[src/rtl/add32_seq_pkg.sv]
// Shared types and sizes for the byte-serial 32-bit add/subtract unit.
package add32_seq_pkg;
    localparam int BYTE_W = 8;
    localparam int NBYTES = 4;
    localparam int IDX_W  = 2;

    typedef enum logic [1:0] {
        IDLE,
        BUSY,
        DONE
    } add_state_t;
endpackage

[src/rtl/add32_seq_ctrl_add8_slice.sv]
// Combinational 8-bit ripple-carry slice built from 1-bit full adders.
module add8_slice
    import add32_seq_pkg::*;
(
    input  logic [BYTE_W-1:0] a,
    input  logic [BYTE_W-1:0] b,
    input  logic              ci,
    output logic [BYTE_W-1:0] s,
    output logic              co
);
    logic [BYTE_W:0] c;

    assign c[0] = ci;

    for (genvar i = 0; i < BYTE_W; i++) begin : g_fa
        assign s[i]   = a[i] ^ b[i] ^ c[i];
        assign c[i+1] = (a[i] & b[i]) | (c[i] & (a[i] ^ b[i]));
    end

    assign co = c[BYTE_W];
endmodule

[src/rtl/add32_seq_ctrl.sv]
// Sequential 32-bit add/subtract: one 8-bit slice reused over four cycles, LSB first,
// with valid/ready handshakes on operands and result.
//   state | meaning
//   IDLE  | in_ready=1, waiting for operands
//   BUSY  | adding byte idx_q, carry held in carry_q
//   DONE  | out_valid=1, result held until out_ready
module add32_seq_ctrl
    import add32_seq_pkg::*;
(
    input  logic        clk,
    input  logic        rst_n,
    input  logic        in_valid,
    output logic        in_ready,
    input  logic [31:0] a,
    input  logic [31:0] b,
    input  logic        cin,
    input  logic        sub,
    output logic        out_valid,
    input  logic        out_ready,
    output logic [31:0] sum,
    output logic        cout,
    output logic        ovf
);
    localparam logic [IDX_W-1:0] LAST_IDX = IDX_W'(NBYTES - 1);

    add_state_t        state_q, state_d;
    logic [31:0]       a_q, b_q, sum_q;
    logic              carry_q, cout_q, ovf_q;
    logic [IDX_W-1:0]  idx_q;
    logic [4:0]        bit_lo;
    logic [BYTE_W-1:0] slice_s;
    logic              slice_co;
    logic              accept, step, last;

    assign in_ready  = (state_q == IDLE);
    assign out_valid = (state_q == DONE);
    assign accept    = in_ready && in_valid;
    assign step      = (state_q == BUSY);
    assign last      = (idx_q == LAST_IDX);
    assign bit_lo    = {idx_q, 3'b000};

    add8_slice u_slice (
        .a  (a_q[bit_lo +: BYTE_W]),
        .b  (b_q[bit_lo +: BYTE_W]),
        .ci (carry_q),
        .s  (slice_s),
        .co (slice_co)
    );

    always_ff @(posedge clk or negedge rst_n) begin
        if (!rst_n) state_q <= IDLE;
        else        state_q <= state_d;
    end

    always_comb begin
        state_d = state_q;
        case (state_q)
            IDLE:    if (in_valid)  state_d = BUSY;
            BUSY:    if (last)      state_d = DONE;
            DONE:    if (out_ready) state_d = IDLE;
            default:                state_d = IDLE;
        endcase
    end

    // Subtraction is a + ~b + 1, so b is inverted at capture and the carry seeded with 1.
    always_ff @(posedge clk or negedge rst_n) begin
        if (!rst_n) begin
            a_q     <= '0;
            b_q     <= '0;
            sum_q   <= '0;
            carry_q <= 1'b0;
            idx_q   <= '0;
            cout_q  <= 1'b0;
            ovf_q   <= 1'b0;
        end else if (accept) begin
            a_q     <= a;
            b_q     <= sub ? ~b : b;
            carry_q <= sub ? 1'b1 : cin;
            idx_q   <= '0;
        end else if (step) begin
            sum_q[bit_lo +: BYTE_W] <= slice_s;
            carry_q <= slice_co;
            idx_q   <= idx_q + IDX_W'(1);
            if (last) begin
                cout_q <= slice_co;
                ovf_q  <= (a_q[31] == b_q[31]) && (slice_s[BYTE_W-1] != a_q[31]);
            end
        end
    end

    assign sum  = sum_q;
    assign cout = cout_q;
    assign ovf  = ovf_q;
endmodule

[config.mk]
export PLATFORM = sky130hd
export DESIGN_NAME = add32_seq_ctrl
export DESIGN_NICKNAME = d
export VERILOG_FILES = /design/src/rtl/add32_seq_pkg.sv /design/src/rtl/add32_seq_ctrl_add8_slice.sv /design/src/rtl/add32_seq_ctrl.sv
export SDC_FILE = /design/constraint.sdc
export NUM_CORES = 1
export LEC_CHECK = 0
export ABC_AREA = 1
export ABC_CLOCK_PERIOD_IN_PS = 5800
export BUFFER_PORTS_ARGS = -buffer_cell sky130_fd_sc_hd__buf_4
export CAP_MARGIN = 30
export CORE_ASPECT_RATIO = 0.9
export CORE_UTILIZATION = 55
export CTS_CLUSTER_DIAMETER = 40
export DETAILED_ROUTE_END_ITERATION = 16
export GPL_ROUTABILITY_DRIVEN = 0
export PLACE_DENSITY = 0.77
export SKIP_LAST_GASP = 1
export SLEW_MARGIN = 10
export SYNTH_ARGS = -nofsm -noshare
export SYNTH_HDL_FRONTEND = slang
export SYNTH_SLANG_ARGS = --single-unit
[constraint.sdc]
create_clock -name clk -period 5.8 [get_ports clk]
set_clock_uncertainty 0.15 [all_clocks]
set_input_delay 1.16 -clock clk [delete_from_list [all_inputs] [get_ports clk]]
set_output_delay 1.16 -clock clk [all_outputs]
set_load 0.01 [all_outputs]
## After elaboration in Yosys (flattened, before gate mapping)

Cells that the tools add are included.

- Bits in registers: 103
- Input port bits: 70
- Output and inout bits: 36
- Logic and storage cells: 82

- Add/sub/neg operators: 2
- Equality and inequality tests: 8
- Shift-type cells: 4
- Multiplexer cells: 11
- Bitwise gates (word level): 42
- Reductions and logical operators: 7

Operators by type and width:

| kind | number |
|---|---|
| 32-bit by 6-bit indexed part select with 8-bit output | 2 |
| 32-bit bitwise mux | 1 |
| 32-bit 2-to-1 mux | 1 |
| 32-bit NOT | 1 |
| 8-bit by 7-bit variable shift with 32-bit output (first input constant) | 1 |
| 8-bit by 7-bit indexed part select with 32-bit output | 1 |
| 1-bit bitwise AND | 16 |
| 1-bit bitwise XOR | 16 |
| 2-bit 2-to-1 mux | 5 |
| 1-bit OR | 8 |
| 5-bit negator with 7-bit output | 1 |
| 2-bit one-hot mux with 3 select lines | 1 |
| 3-bit AND reduction | 2 |
| 2-bit == test (second input constant) | 2 |
| 2-bit by 1-bit inequality test with 1-bit output (second input constant) | 2 |
| 1-bit 2-to-1 mux | 3 |
| 2-bit by 1-bit adder with 2-bit output (second input constant) | 1 |
| 2-bit by 1-bit == test with 1-bit output (second input constant) | 1 |
| 1-bit logical AND | 2 |
| 2-bit logical NOT | 1 |
| 2-bit inequality test (second input constant) | 1 |
| 2-bit AND reduction | 1 |
| 2-bit nonzero test | 1 |
| 1-bit == test | 1 |
| 2 further kinds | 2 |

## Depth between registers and ports, before layout

- Word-level depth: 20
- Mapped depth: 20
- Mapped depth without buffers: 19

## Hierarchy

From an unflattened synthesis, not the netlist that was laid out.

- Cells, all modules: 627
- Area total of the unflattened synthesis: 5,221.3 um2

Modules (own cells, without submodules):

| module | times used | cells an instance | area each (um2) | seq. area each (um2) |
|---|---|---|---|---|
| add32_seq_ctrl | 1 | 609 | 5,023.6 | 2,577.5 |
| add8_slice | 1 | 18 | 197.7 | 0.0 |

## Worst setup path after synthesis

No wires, ideal clock.

- Path kind: reg2reg
- Start point: register idx_q[1]
- End point: register sum_q[31] (netlist: sum[31])
- Library setup time: 116 ps
- Arrival: 3,876 ps
- Slack: 1,657 ps
- Cell stages (with the launch flop): 19
- Period minus slack after synthesis: 4,143 ps
- Path through: dfrtp_1 -> inv_1 -> clkbuf_1 -> o211ai_1 -> nand2_1 -> fa_1 -> fa_1 -> inv_1 -> fa_1 -> fa_1 -> fa_1 -> fa_1 -> inv_1 -> fa_1 -> fa_1 -> nand3_1 -> inv_1 -> nand2_1 -> nand2_1

- Cells in the longest elaborated chain, start to end: 19

Ends and longest elaborated chain:

| what | RTL line | RTL |
|---|---|---|
| start, declared | add32_seq_ctrl.sv:29 | `logic [IDX_W-1:0] idx_q;` |
| start signal, assigned | add32_seq_ctrl.sv:83 | `idx_q <= idx_q + IDX_W'(1);` |
| 32-bit by 6-bit indexed part select with 8-bit output (on tied branches) | add32_seq_ctrl.sv:43, add32_seq_ctrl.sv:44 |  |
| 1-bit bitwise XOR | add32_seq_ctrl_add8_slice.sv:16, add32_seq_ctrl_add8_slice.sv:17 |  |
| 1-bit bitwise AND | add32_seq_ctrl_add8_slice.sv:17 | `assign c[i+1] = (a[i] & b[i]) \| (c[i] & (a[i] ^ b[i]));` |
| 1-bit OR | add32_seq_ctrl_add8_slice.sv:17 |  |
| 1-bit bitwise AND | add32_seq_ctrl_add8_slice.sv:17 |  |
| 1-bit OR | add32_seq_ctrl_add8_slice.sv:17 |  |
| 1-bit bitwise AND | add32_seq_ctrl_add8_slice.sv:17 |  |
| 1-bit OR | add32_seq_ctrl_add8_slice.sv:17 |  |
| (+3 left out) | - |  |
| 1-bit OR | add32_seq_ctrl_add8_slice.sv:17 |  |
| 1-bit bitwise AND | add32_seq_ctrl_add8_slice.sv:17 |  |
| 1-bit OR | add32_seq_ctrl_add8_slice.sv:17 |  |
| 1-bit bitwise AND | add32_seq_ctrl_add8_slice.sv:17 |  |
| 1-bit OR | add32_seq_ctrl_add8_slice.sv:17 |  |
| 1-bit bitwise XOR | add32_seq_ctrl_add8_slice.sv:16 | `assign s[i] = a[i] ^ b[i] ^ c[i];` |
| 8-bit by 7-bit indexed part select with 32-bit output | add32_seq_ctrl.sv:81 | `sum_q[bit_lo +: BYTE_W] <= slice_s;` |
| 32-bit bitwise mux (*) | add32_seq_ctrl.sv:81 |  |
| end signal, assigned by index | add32_seq_ctrl.sv:81 |  |
| end, declared | add32_seq_ctrl.sv:27 | `logic [31:0] a_q, b_q, sum_q;` |

Every way passes the cells marked *; elsewhere a longest branch is shown, timed or not.
A chain may end at the register's enable or synchronous reset.

## Final worst setup path

Ends and elaborated chain as after synthesis.

==> flow_metrics.py <==
metrics = {
    "run_status": {
        "status": "completed",
    },
    "layout": {
        "drive_above_1_share_pct": 17.6,
        "antenna_cells": 0,
        "fin_cells": 882,
        "fin_util_pct": 67.7,
        "final_net_count": 839,
        "areaGrowthSynthToFinish_pct": 17.9,
    },
    "synthesis": {
        "synth-seq-cells": 103,
        "synth-edff-count": 0,
        "syn_inst": 666,
        "ys_async_sr_fraction_pct": 100,
        "synth_top_area_share_pct": 48.8,
        "ys_top_cells_by_count": "347 x nand2_1, 103 x dfrtp_1, 36 x inv_1, 36 x nand3_1, 32 x xor2_1",
        "synth.area.top_cells": "dfrtp_1 49%, nand2_1 25%, xor2_1 5.3%",
        "yosysTopAreaCell": "dfrtp_1",
        "synth_area_um2": 5290,
        "ys_seq_area_share_pct": 48.8,
        "syn_nets": 750,
        "synth.distinct_cells": 24,
        "synth_most_common_cell": "nand2_1",
        "yosysWarnings": 0,
        "syn_avg_cell_area_um2": 7.94,
        "synth_ff_type": "dfrtp_1",
    },
    "sta": {
        "fin_ws_ns": 0.958,
        "max_freq_mhz": 207,
        "hold_viol_final": 0,
        "rsz0062_at_grt": "false",
        "fin_crit_ns": 4.84,
        "fin_crit_sh_pct": 83.5,
        "setup_viol": 0,
        "slew_viol_final": 0,
        "slew_headroom_pct": 48.4,
        "max_slew.worst_pin.slew_ns": 0.773,
        "timing.setup.tns_ns": 0,
    },
    "placed_design": {
        "pre_cts_ws_ns": 1.03,
        "hpwl_um": 8740,
        "place_inst": 866,
        "numPortBuffers": 105,
    },
    "global_routing": {
        "antenna_found_initial": 0,
        "use_met2_pct": 42.5,
        "met3_usage_pct": 4.90,
        "grt_pass1_wl_um": 19900,
        "grt_overflow": 0,
        "met1_usage_pct": 34.5,
        "grt_max_degree": 67,
        "grt.total_usage_pct": 25.4,
        "top_usage_layer": "met2",
        "grt_pass1_vias": 4230,
    },
    "cts": {
        "clock_latency_ns": 0.37,
        "postCtsSetupBuffers": 0,
        "cts_tree": "done",
        "cts_resized": 0,
        "cts_max_level": 3,
        "cts_made_buffers": 9,
        "clockRootBuffer": "clkbuf_8",
        "path_clk_slew_ns": 0.10,
        "postCtsHoldBufs": 0,
        "cts.sinks": 103,
        "cts.path.max_buffers": 2,
    },
    "worst_setup_path": {
        "r2r-start": "idx_q[1]",
        "crit_type": "flip-flop to flip-flop",
        "setup.worst_path.start_class": "flip-flop",
        "path_common_cell": "fa_1",
        "cp.arrival_ns": 4.95,
        "critPathRequiredTime_ns": 5.91,
        "slowest_delay_ns": 0.65,
        "cpMaxStageDelayCell": "dfrtp_1",
        "crit_start": "idx_q[1]",
        "cp_top_family": "adder cells",
        "end_kind": "flip-flop",
        "critPathMaxFanout": 25,
        "cp_num_buf_inv": 4,
        "worstPathCellList": "inv_1 > nor2_1 > o21ai_0 > nand2_1 > fa_1 > fa_1 > inv_1 > fa_1 > fa_1 > fa_1 > fa_1 > inv_1 > fa_1 > fa_1 > nand3_1 > inv_1 > nand2_1 > nand2_1",
    },
    "hold_path": {
        "hold_path_class": "flip-flop to flip-flop",
        "min_from": "sum[26]",
    },
    "route": {
        "routed-via-count": 4481,
        "wirelength_um": 11900,
        "dr.pass1.iters": 4,
        "wl_per_cell_um": 13.4,
        "drc_errors": 0,
        "viasPerCell": 5.08,
        "drtAntennaViolNets": 0,
        "first_iter_violations": 289,
    },
    "floorplanning": {
        "rows": 33,
        "die_area_um2": 10000,
        "start_util_pct": 57.4,
        "die_w_um": 105,
        "io_pins": 106,
        "core-area_um2": 9210,
        "die_y_um": 95.0,
    },
    "power_and_ir_drop": {
        "power_density_nw_per_um2": 576,
        "vdd_drop_max_mv": 0.271,
        "p_total_w": 0.00359,
        "leakagePower_nw": 3.52,
    },
    "job": {
        "drv_cap": 0,
    },
}
path summary, 6_finish.rpt:
path | endpoint | slack [ns] | cells past startpoint
setup / recovery | sum[31] | 0.96 | 18
hold / removal | sum[26] | 0.34 | 2
setup reg to reg | sum[31] | 0.96 | 18
hold reg to reg | sum[26] | 0.34 | 2
max in group asynchronous | ovf | 3.78 | 2
min in group asynchronous | sum[28] | 0.64 | 1
cells in the final DEF (no fill, tap or decap):
master	synthesis	layout
inv_1	36	36
fa_1	8	8
nor2_2	4	4
clkinvlp_4	0	2
dfrtp_1	103	103
nand3_2	1	1
o21ai_1	8	8
inv_4	1	1
o211ai_1	10	10
nor2_4	1	1
xor2_1	32	32
nor2_1	28	28
clkbuf_8	0	10
inv_2	1	1
ha_1	6	6
nand4_1	1	1
nand2_1	347	347
o21ai_0	10	10
nand2_2	1	1
buf_4	4	109
bufinv_16	0	1
clkinv_2	0	1
nand3_1	36	36
o31ai_1	1	1
inv_6	0	2
kinds of logic (layout without fill, tap and decap cells):
group	count (synthesis)	in the layout	share of synthesized area, %
XOR/XNOR	32	32	5.30
flip-flops	103	103	48.8
adder cells (fa/ha/maj)	14	14	4.45
AO/OA/AOI/OAI	29	29	3.27
AND/OR/NAND/NOR	419	419	31.2
buffers and inverters	69	163	7.05
metal layers:
metal / vias to the layer above / wire length (um)
li1: 2206 / -
met1: 2127 / 5380
met2: 135 / 5760
met3: 13 / 595
met4: 0 / 129
met5: - / 0
flip-flops by register name, indices dropped and copies added (netlist names):
register,count
state_q,2
carry_q,1
sum,32
ovf,1
b_q,32
idx_q,2
cout,1
a_q,32
where the power goes:
group	internal, W	switching [W]	leakage [nW]
Combinational	0.000698	0.00120	2.10
Clock	0.000214	0.000251	0.0993
Sequential	0.00101	0.000216	1.32
Total	0.00193	0.00166	3.52
final cells by class:
cell class	count	area, um^2
clock buffers	10	138
clock inverters	6	67.6
fillers	757	2970
inverters	38	145
multi-input cells	494	2330
flip-flops and latches	103	2580
well taps	122	153
repair buffers	109	818
worst register-to-register path, stage by stage, from the launching register on:
cell     delay, ns
dfrtp_1       0.65
inv_1         0.46
nor2_1        0.18
o21ai_0       0.09
nand2_1       0.13
fa_1          0.20
fa_1          0.18
inv_1         0.05
fa_1          0.40
fa_1          0.42
fa_1          0.41
fa_1          0.38
inv_1         0.08
fa_1          0.18
fa_1          0.50
nand3_1       0.14
inv_1         0.05
nand2_1       0.06
nand2_1       0.05
per-stage QoR:
step                cell area, um^2  hold slack (ns)
floorplan                      5290            0.294
global placement               6030            0.316
detailed placement             6030            0.316
CTS                            6230            0.340
global route                   6230            0.361
finish                         6230            0.338
Note: power is estimated with default switching activity, not from simulation.
